[config.mk]
export PLATFORM = sky130hd
export DESIGN_NAME = guess_game_ctrl
export DESIGN_NICKNAME = d
export VERILOG_FILES = /design/src/rtl/guess_game_ctrl.sv
export SDC_FILE = /design/constraint.sdc
export NUM_CORES = 1
export LEC_CHECK = 0
export BUFFER_PORTS_ARGS = -buffer_cell sky130_fd_sc_hd__clkbuf_2
export CORE_UTILIZATION = 55
export CTS_CLUSTER_DIAMETER = 50
export CTS_CLUSTER_SIZE = 8
export DETAILED_ROUTE_END_ITERATION = 8
export GPL_TIMING_DRIVEN = 0
export HOLD_SLACK_MARGIN = 0.06
export PLACE_DENSITY_LB_ADDON = 0.15
export SYNTH_ARGS = -nofsm -noshare
export SYNTH_HDL_FRONTEND = slang
export SYNTH_SLANG_ARGS = --single-unit
[constraint.sdc]
create_clock -name clk -period 3 [get_ports clk]
set_clock_uncertainty 0.05 [all_clocks]
set_input_delay 0.3 -clock clk [delete_from_list [all_inputs] [get_ports clk]]
set_output_delay 0.3 -clock clk [all_outputs]
set_load 0.05 [all_outputs]
[src/rtl/guess_game_ctrl.sv]
// Game sequencer for the keypad number-guessing game.
// Optional: define GUESS_REVEAL_EN to show the secret on the display after a loss.
module guess_game_ctrl #(
  parameter int MAX_TRIES = 7,
  parameter int BLINK_DIV = 25_000_000
) (
  input  logic        clk,
  input  logic        RST,
  input  logic        key_valid,
  input  logic [3:0]  key_code,
  input  logic        seed_we,
  input  logic [11:0] seed,
  output logic [11:0] disp_data,
  output logic [3:0]  disp_tries,
  output logic [1:0]  result,
  output logic        light
);

  localparam int BW = (BLINK_DIV > 1) ? $clog2(BLINK_DIV) : 1;
  localparam logic [BW-1:0] BLINK_LAST = BW'(BLINK_DIV - 1);
  localparam logic [3:0] TRIES_MAX = 4'(MAX_TRIES);

  localparam logic [3:0] K_SUB = 4'hA;
  localparam logic [3:0] K_BS  = 4'hB;
  localparam logic [3:0] K_CLR = 4'hC;
  localparam logic [3:0] K_NEW = 4'hF;

  typedef enum logic [2:0] {
    S_IDLE,
    S_ENTRY,
    S_CHECK,
    S_WIN,
    S_LOSE
  } state_e;

  state_e        state_q, state_d;
  logic [11:0]   ctr_q, ctr_d;
  logic [11:0]   secret_q, secret_d;
  logic [11:0]   guess_q, guess_d;
  logic [11:0]   sub_q, sub_d;
  logic [1:0]    cnt_q, cnt_d;
  logic [3:0]    tries_q, tries_d;
  logic [1:0]    result_q, result_d;
  logic          light_q, light_d;
  logic [BW-1:0] blink_q, blink_d;
  logic [11:0]   disp_q, disp_d;

  logic key_ev;
  logic is_digit;
  logic new_game;

  function automatic logic [11:0] bcd_inc(
    input logic [11:0] v
  );
    logic [11:0] r;
    r = v;
    if (v[3:0] != 4'd9) begin
      r[3:0] = v[3:0] + 4'd1;
    end else begin
      r[3:0] = 4'd0;
      if (v[7:4] != 4'd9) begin
        r[7:4] = v[7:4] + 4'd1;
      end else begin
        r[7:4] = 4'd0;
        if (v[11:8] != 4'd9) begin
          r[11:8] = v[11:8] + 4'd1;
        end else begin
          r[11:8] = 4'd0;
        end
      end
    end
    return r;
  endfunction

  // seed_we wins over a coincident key event
  assign key_ev   = key_valid && !seed_we;
  assign is_digit = key_code < 4'hA;

  always_comb begin
    state_d  = state_q;
    ctr_d    = bcd_inc(ctr_q);
    secret_d = secret_q;
    guess_d  = guess_q;
    sub_d    = sub_q;
    cnt_d    = cnt_q;
    tries_d  = tries_q;
    result_d = result_q;
    light_d  = light_q;
    blink_d  = blink_q;
    disp_d   = disp_q;
    new_game = 1'b0;

    unique case (state_q)
      S_IDLE: begin
        if (key_ev && key_code == K_NEW) begin
          new_game = 1'b1;
        end
      end
      S_ENTRY: begin
        if (key_ev) begin
          unique case (1'b1)
            is_digit: begin
              if (cnt_q != 2'd3) begin
                guess_d = {guess_q[7:0], key_code};
                cnt_d   = cnt_q + 2'd1;
              end
            end
            key_code == K_BS: begin
              if (cnt_q != 2'd0) begin
                guess_d = {4'h0, guess_q[11:4]};
                cnt_d   = cnt_q - 2'd1;
              end
            end
            key_code == K_CLR: begin
              guess_d = 12'h000;
              cnt_d   = 2'd0;
            end
            key_code == K_SUB: begin
              if (cnt_q == 2'd3) begin
                sub_d   = guess_q;
                state_d = S_CHECK;
              end
            end
            key_code == K_NEW: begin
              new_game = 1'b1;
            end
            default: begin
            end
          endcase
        end
      end
      S_CHECK: begin
        tries_d = tries_q + 4'd1;
        if (guess_q == secret_q) begin
          result_d = 2'b11;
          state_d  = S_WIN;
        end else begin
          result_d = (guess_q < secret_q) ? 2'b01 : 2'b10;
          if (tries_d == TRIES_MAX) begin
            state_d = S_LOSE;
          end else begin
            state_d = S_ENTRY;
            guess_d = 12'h000;
            cnt_d   = 2'd0;
          end
        end
      end
      S_WIN, S_LOSE: begin
        if (key_ev && key_code == K_NEW) begin
          new_game = 1'b1;
        end
      end
      default: begin
        state_d = S_IDLE;
      end
    endcase

    if (new_game) begin
      secret_d = ctr_q;
      tries_d  = 4'd0;
      guess_d  = 12'h000;
      cnt_d    = 2'd0;
      result_d = 2'b00;
      state_d  = S_ENTRY;
    end

    if (seed_we) begin
      secret_d = seed;
    end

    if (state_d == S_WIN) begin
      if (state_q != S_WIN) begin
        blink_d = '0;
        light_d = 1'b1;
      end else if (blink_q == BLINK_LAST) begin
        blink_d = '0;
        light_d = !light_q;
      end else begin
        blink_d = blink_q + 1'b1;
      end
    end else begin
      blink_d = '0;
      light_d = (state_d == S_ENTRY)
             || (state_d == S_CHECK);
    end

    unique case (state_d)
      S_IDLE, S_ENTRY: disp_d = guess_d;
`ifdef GUESS_REVEAL_EN
      S_LOSE:          disp_d = secret_d;
`endif
      default:         disp_d = sub_d;
    endcase
  end

  always_ff @(posedge clk) begin
    if (RST) begin
      state_q  <= S_IDLE;
      ctr_q    <= 12'h000;
      secret_q <= 12'h000;
      guess_q  <= 12'h000;
      sub_q    <= 12'h000;
      cnt_q    <= 2'd0;
      tries_q  <= 4'd0;
      result_q <= 2'b00;
      light_q  <= 1'b0;
      blink_q  <= '0;
      disp_q   <= 12'h000;
    end else begin
      state_q  <= state_d;
      ctr_q    <= ctr_d;
      secret_q <= secret_d;
      guess_q  <= guess_d;
      sub_q    <= sub_d;
      cnt_q    <= cnt_d;
      tries_q  <= tries_d;
      result_q <= result_d;
      light_q  <= light_d;
      blink_q  <= blink_d;
      disp_q   <= disp_d;
    end
  end

  assign disp_data  = disp_q;
  assign disp_tries = tries_q;
  assign result     = result_q;
  assign light      = light_q;

endmodule
# After elaboration in Yosys (flattened, before gate mapping)
# Index checks and enable logic that the tools add are counted.
[totals] ff_bits=97 input_bits=20
[op_classes] eq_ne=27 add_sub_neg=7 bitwise_logic=3 reduce_logical=17 muxes=40 order_cmp=2
[ops] operator="12-bit two-way mux" n=13
[ops] operator="12-bit case mux with 3 select lines" n=1
[ops] operator="25-bit by 1-bit adder with 25-bit output, second input constant" n=1
[ops] operator="25-bit == test, second input constant" n=1
[ops] operator="12-bit case mux with 2 select lines" n=1
[ops] operator="3-bit two-way mux" n=6
[ops] operator="4-bit by 1-bit adder with 4-bit output, second input constant" n=4
[ops] operator="4-bit == test, second input constant" n=4
[ops] operator="4-bit != test, second input constant" n=4
[ops] operator="2-bit two-way mux" n=7
[ops] operator="12-bit == test" n=1
[ops] operator="3-bit by 2-bit == test with 1-bit output, second input constant" n=4
[ops] operator="12-bit less-than comparator" n=1
[ops] operator="3-bit case mux with 3 select lines" n=1
[ops] operator="4-bit two-way mux" n=2
[ops] operator="2-bit != test, second input constant" n=4
[ops] operator="7-bit AND reduction" n=1
[ops] operator="3-bit by 1-bit == test with 1-bit output, second input constant" n=2
[ops] operator="3-bit logical NOT" n=2
[ops] operator="1-bit two-way mux" n=6
[ops] operator="3-bit != test, second input constant" n=2
[ops] operator="2-bit case mux with 3 select lines" n=1
[ops] operator="2-bit nonzero test" n=3
[ops] operator="2-bit OR reduction" n=3
[ops] operator="17 further kinds" n=21

# Depth between registers and ports, before layout
[depth] depth_word=9 ltp_mapped=10 depth_no_buf=8

# Least setup slack after synthesis
# OpenSTA, ideal clock, no wires.
[synth_path] path_kind="reg2reg" from="register tries_q[1], in the netlist disp_tries[1]" to="register disp_q[10], in the netlist disp_data[10]" synth_period_minus_slack_ps=2621 arrival_time_ps=2492 setup_time_ps=79 required_ps=2871 path_slack_ps=379 path_stages_with_launch=9 cell_sequence="dfxtp_1 ha_1 nor4bb_1 a41oi_1 and2_1 o21ai_0 clkbuf_1 a21oi_1 a211oi_2"
[synth_via] elab_chain_len=9 elab_cells_between_ends=14 classes_between="1 x add/sub; 2 x eq/ne; 9 x mux; 2 x reduce/logical"
[synth_rtl] element="from (decl)" line="42" source="logic [3:0] tries_q, tries_d;"
[synth_rtl] element="from (signal assigned)" line="216" source="tries_q <= tries_d;"
[synth_rtl] element="4-bit by 1-bit adder with 4-bit output (*)" line="133" source="tries_d = tries_q + 4'd1;"
[synth_rtl] element="4-bit by 3-bit == test with 1-bit output (*)" line="139" source="if (tries_d == TRIES_MAX) begin"
[synth_rtl] element="3-bit two-way mux" line="139"
[synth_rtl] element="3-bit two-way mux" line="134" source="if (guess_q == secret_q) begin"
[synth_rtl] element="3-bit case mux with 3 select lines" line="93" source="unique case (state_q)"
[synth_rtl] element="3-bit two-way mux" line="158" source="if (new_game) begin"
[synth_rtl] element="3-bit by 1-bit == test with 1-bit output or 3-bit logical NOT (tied branches)" line="187" source="unique case (state_d)"
[synth_rtl] element="2-bit OR reduction" line="187"
[synth_rtl] element="12-bit two-way mux (*)" line="187"
[synth_rtl] element="to (signal assigned)" line="220" source="disp_q <= disp_d;"
[synth_rtl] element="to (decl)" line="46" source="logic [11:0] disp_q, disp_d;"
# Every way passes the cells marked *; elsewhere a longest branch is shown, timed or not.
# A chain may end at the register's enable or synchronous reset.

# Worst setup path in the final report
[layout_path] from="register guess_q[5]" to="register disp_q[8], in the netlist disp_data[8]"
[layout_via] elab_chain_len=7 elab_cells_between_ends=11 classes_between="2 x eq/ne; 7 x mux; 2 x reduce/logical"
[layout_rtl] element="from (decl)" line="39" source="logic [11:0] guess_q, guess_d;"
[layout_rtl] element="from (signal assigned)" line="213" source="guess_q <= guess_d;"
[layout_rtl] element="12-bit == test (*)" line="134"
[layout_rtl] element="3-bit two-way mux" line="134"
[layout_rtl] element="3-bit case mux with 3 select lines" line="93"
[layout_rtl] element="3-bit two-way mux" line="158"
[layout_rtl] element="3-bit by 1-bit == test with 1-bit output or 3-bit logical NOT (tied branches)" line="187"
[layout_rtl] element="2-bit OR reduction" line="187"
[layout_rtl] element="12-bit two-way mux (*)" line="187"
# Marked as above.

==> load_flow_metrics.sql <==
INSERT INTO impl_metrics (metric_group, metric, value, unit) VALUES
('routing', 'drt-total-wl', '11.0', 'mm'),
('clock_network', 'cts_root_buf', 'sky130_fd_sc_hd__clkbuf_8', ''),
('critical_path', 'worstSetupStartpoint', 'guess_q[5]', ''),
('logic_synthesis', 'synthesis.yosys.warnings', '0', ''),
('logic_synthesis', 'synth_top_area_share', '40.0', '%'),
('placement', 'routabilityCongestion', '0.882', ''),
('die', 'dieWidth', '96.0', 'microns'),
('placement', 'port_buffers', '35', ''),
('critical_path', 'worst_r2r_endpoint', 'disp_data[8]', ''),
('timing', 'fmax', '355', 'MHz'),
('clock_network', 'tritoncts', 'built', ''),
('power', 'static-leakage-power', '2.00', 'nW'),
('critical_path', 'critPathMaxStageDelay', '0.56', 'ns'),
('critical_path', 'rr_worst_depth', '9', ''),
('timing', 'finalSetupTns', '0', 'ns'),
('clock_network', 'clk-insertion-delay-late', '0.36', 'ns'),
('critical_path', 'timing.critical_path.slowest_stage_cell', 'sky130_fd_sc_hd__nor3_1', ''),
('die', 'floorplan.initialDensity', '57.9', '%'),
('timing', 'finalHoldWorstSlack', '0.108', 'ns'),
('hold_path', 'min_delay_path_depth', '3', ''),
('die', 'core_area', '8380', 'sq um'),
('logic_synthesis', 'syn-instance-count', '566', ''),
('power', 'powerDensity', '444', 'nW/um^2'),
('timing', 'report.final.setup_viol', '0', ''),
('routing', 'wl_per_cell', '15.2', 'microns'),
('power', 'total_power', '0.00239', 'W'),
('grt', 'antenna_found_initial', '0', ''),
('layout', 'insertedDiodeCount', '0', ''),
('placement', 'place_hpwl', '7.94', 'mm'),
('hold_path', 'hold-path-endpoint', 'secret_q[6]', ''),
('routing', 'firstDrtPassIters', '5', ''),
('logic_synthesis', 'synth_top_cells_by_area', 'sky130_fd_sc_hd__dfxtp_1, sky130_fd_sc_hd__nor2_1, sky130_fd_sc_hd__mux2i_1', ''),
('hold_path', 'timing.hold.worst.start', 'seed[6]', ''),
('timing', 'unrepaired_setup_endpoints_after_global_routing', 'no', ''),
('timing', 'worst_slew_margin_rel', '48.0', '%'),
('layout', 'area.growth.synth_to_final', '10.8', '%'),
('routing', 'residual_drc_count', '0', ''),
('critical_path', 'criticalPathCategory', 'register to register', ''),
('grt', 'overflow', '0', ''),
('clock_network', 'cts_made_buffers', '9', ''),
('critical_path', 'worstPathCellList', 'ha_1 -> nand4_1 -> nor3_1 -> nor3_1 -> and3b_4 -> buf_6 -> buf_6 -> nand2_1 -> o22ai_1', ''),
('logic_synthesis', 'synthTopCellsByCount', 'sky130_fd_sc_hd__nor2_1, sky130_fd_sc_hd__dfxtp_1, sky130_fd_sc_hd__a21oi_1', ''),
('routing', 'vias', '4110', ''),
('die', 'cell_row_count', '33', ''),
('layout', 'final_net_count', '649', ''),
('critical_path', 'path_max_fanout', '10', ''),
('logic_synthesis', 'post-synth-top-area-cell', 'sky130_fd_sc_hd__dfxtp_1', ''),
('logic_synthesis', 'share_of_the_yosys_chip_area_belonging_to_registers', '40.0', '%'),
('critical_path', 'critical_path_arrival', '3.04', 'ns'),
('timing', 'worstMarginPinSlew', '0.774', 'ns'),
('outcome', 'status', 'complete, no violations', ''),
('critical_path', 'worst-endpoint-required', '3.22', 'ns'),
('layout', 'fin_cells', '722', ''),
('timing', 'fin_crit_sh', '94.0', '%'),
('die', 'die_y', '96.0', 'microns'),
('logic_synthesis', 'synth.avg_cell_area', '8.58', 'sq um'),
('layout', 'fin_util', '64.2', '%'),
('logic_synthesis', 'mappedNetlistNets', '603', ''),
('clock_network', 'cts_max_path_buffers', '2', ''),
('power', 'largest_vdd_supply_drop', '0.000221', 'V'),
('timing', 'finalMaxSlewViolations', '0', ''),
('clock_network', 'ctsHtreeMaxLevel', '3', ''),
('hold_path', 'hold_path_class', 'input pin to register', ''),
('logic_synthesis', 'synthDistinctLibCells', '53', ''),
('clock_network', 'cts_num_sinks', '97', ''),
('logic_synthesis', 'synth-edff-count', '0', ''),
('timing', 'min_tclk_post_route', '2.82', 'ns'),
('critical_path', 'timing.critical_path.from_type', 'register', ''),
('routing', 'drtAntennaViolNets', '0', ''),
('logic_synthesis', 'synth_ff_type', 'sky130_fd_sc_hd__dfxtp_1', ''),
('clock_network', 'post_cts_buffers', '0', '');
worst max-delay path: cells and delay by family (launching register included):
family	cells	cell delay, ns
AOI/OAI and AO/OA	1	0.22
adders and majority gates	1	0.33
buffers and inverters	2	0.34
DFF	1	0.40
and+or+nand+nor	5	1.38
power by group:
| group | switching (W) | total (W) | internal [W] |
|---|---|---|---|
| Clock | 0.000466 | 0.000939 | 0.000473 |
| Sequential | 0.0000100 | 0.00131 | 0.00130 |
| Combinational | 0.0000911 | 0.000143 | 0.0000515 |
| Total | 0.000567 | 0.00239 | 0.00182 |
flip-flops by register name (all words and copies together), names as in the netlist:
| register | count |
|---|---|
| blink_q | 25 |
| cnt_q | 2 |
| ctr_q | 12 |
| disp_data | 12 |
| disp_tries | 4 |
| guess_q | 12 |
| light | 1 |
| result | 2 |
| secret_q | 12 |
| state_q | 3 |
| sub_q | 12 |
stage by stage:
step	area, sq um	setup slack, ns
2_1_floorplan	4860	0.379
3_3_place_gp	5160	0.207
3_5_place_dp	5160	0.194
4_1_cts	5380	0.152
5_1_grt	5380	0.102
6_report	5380	0.181
layer usage:
layer | part of all wire [%] | up-vias | GRT usage (%) | routed length [microns]
met3 | 5.1 | 16 | 5.29 | 556
li1 | - | 2059 | - | -
met5 | 0 | - | 0 | 0
met4 | 1.9 | 0 | 8.58 | 204
met2 | 45 | 117 | 40.3 | 4980
met1 | 48 | 1918 | 34.2 | 5230
worst max-delay path by stage:
stage                    endpoint  slack [ns]  cells past startpoint
floorplan           disp_data[10]        0.38                      8
global placement    disp_data[10]        0.21                      8
detailed placement   disp_data[4]        0.19                      8
CTS                  disp_data[4]        0.15                      8
global route        disp_data[10]        0.10                      8
finish               disp_data[8]        0.18                      9
repair_timing:
action	CTS	global route
setup endpoints to repair	0	6
hold buffers	0	0
resized for setup	0	2
cells in the final DEF (no fill, tap or decap), types with 12 or more instances in the layout:
master	n
sky130_fd_sc_hd__xor2_1	16
sky130_fd_sc_hd__a21oi_1	46
sky130_fd_sc_hd__mux2i_1	27
sky130_fd_sc_hd__nor2_1	112
sky130_fd_sc_hd__ha_1	17
sky130_fd_sc_hd__buf_2	14
sky130_fd_sc_hd__o21ai_0	15
sky130_fd_sc_hd__nand2_1	23
sky130_fd_sc_hd__clkbuf_2	36
sky130_fd_sc_hd__dfxtp_1	97
sky130_fd_sc_hd__xnor2_1	14
sky130_fd_sc_hd__nor2b_1	20
sky130_fd_sc_hd__clkbuf_1	12
sky130_fd_sc_hd__inv_1	19
sky130_fd_sc_hd__nand3_1	17
cell type report:
| cell class | count | area (sq um) |
|---|---|---|
| clock buffers | 10 | 128 |
| well taps | 105 | 131 |
| clock inverters | 6 | 90.1 |
| plain buffers | 29 | 146 |
| flip-flops and latches | 97 | 1940 |
| multi-input cells | 421 | 2700 |
| repair buffers | 35 | 175 |
| fillers | 739 | 3000 |
| inverters | 19 | 71.3 |
logic make-up (layout without fill, tap and decap cells):
kind of cell	count (synthesis)	count (layout)	synth area share (%)
fa+ha+maj	17	17	4.38
buf+inv	48	99	4.46
mux	34	34	7.19
compound gates	102	102	13.7
simple gates	238	238	24.9
flops	97	97	40.0
xor+xnor	30	30	5.41
(Power assumes the default switching activity.)
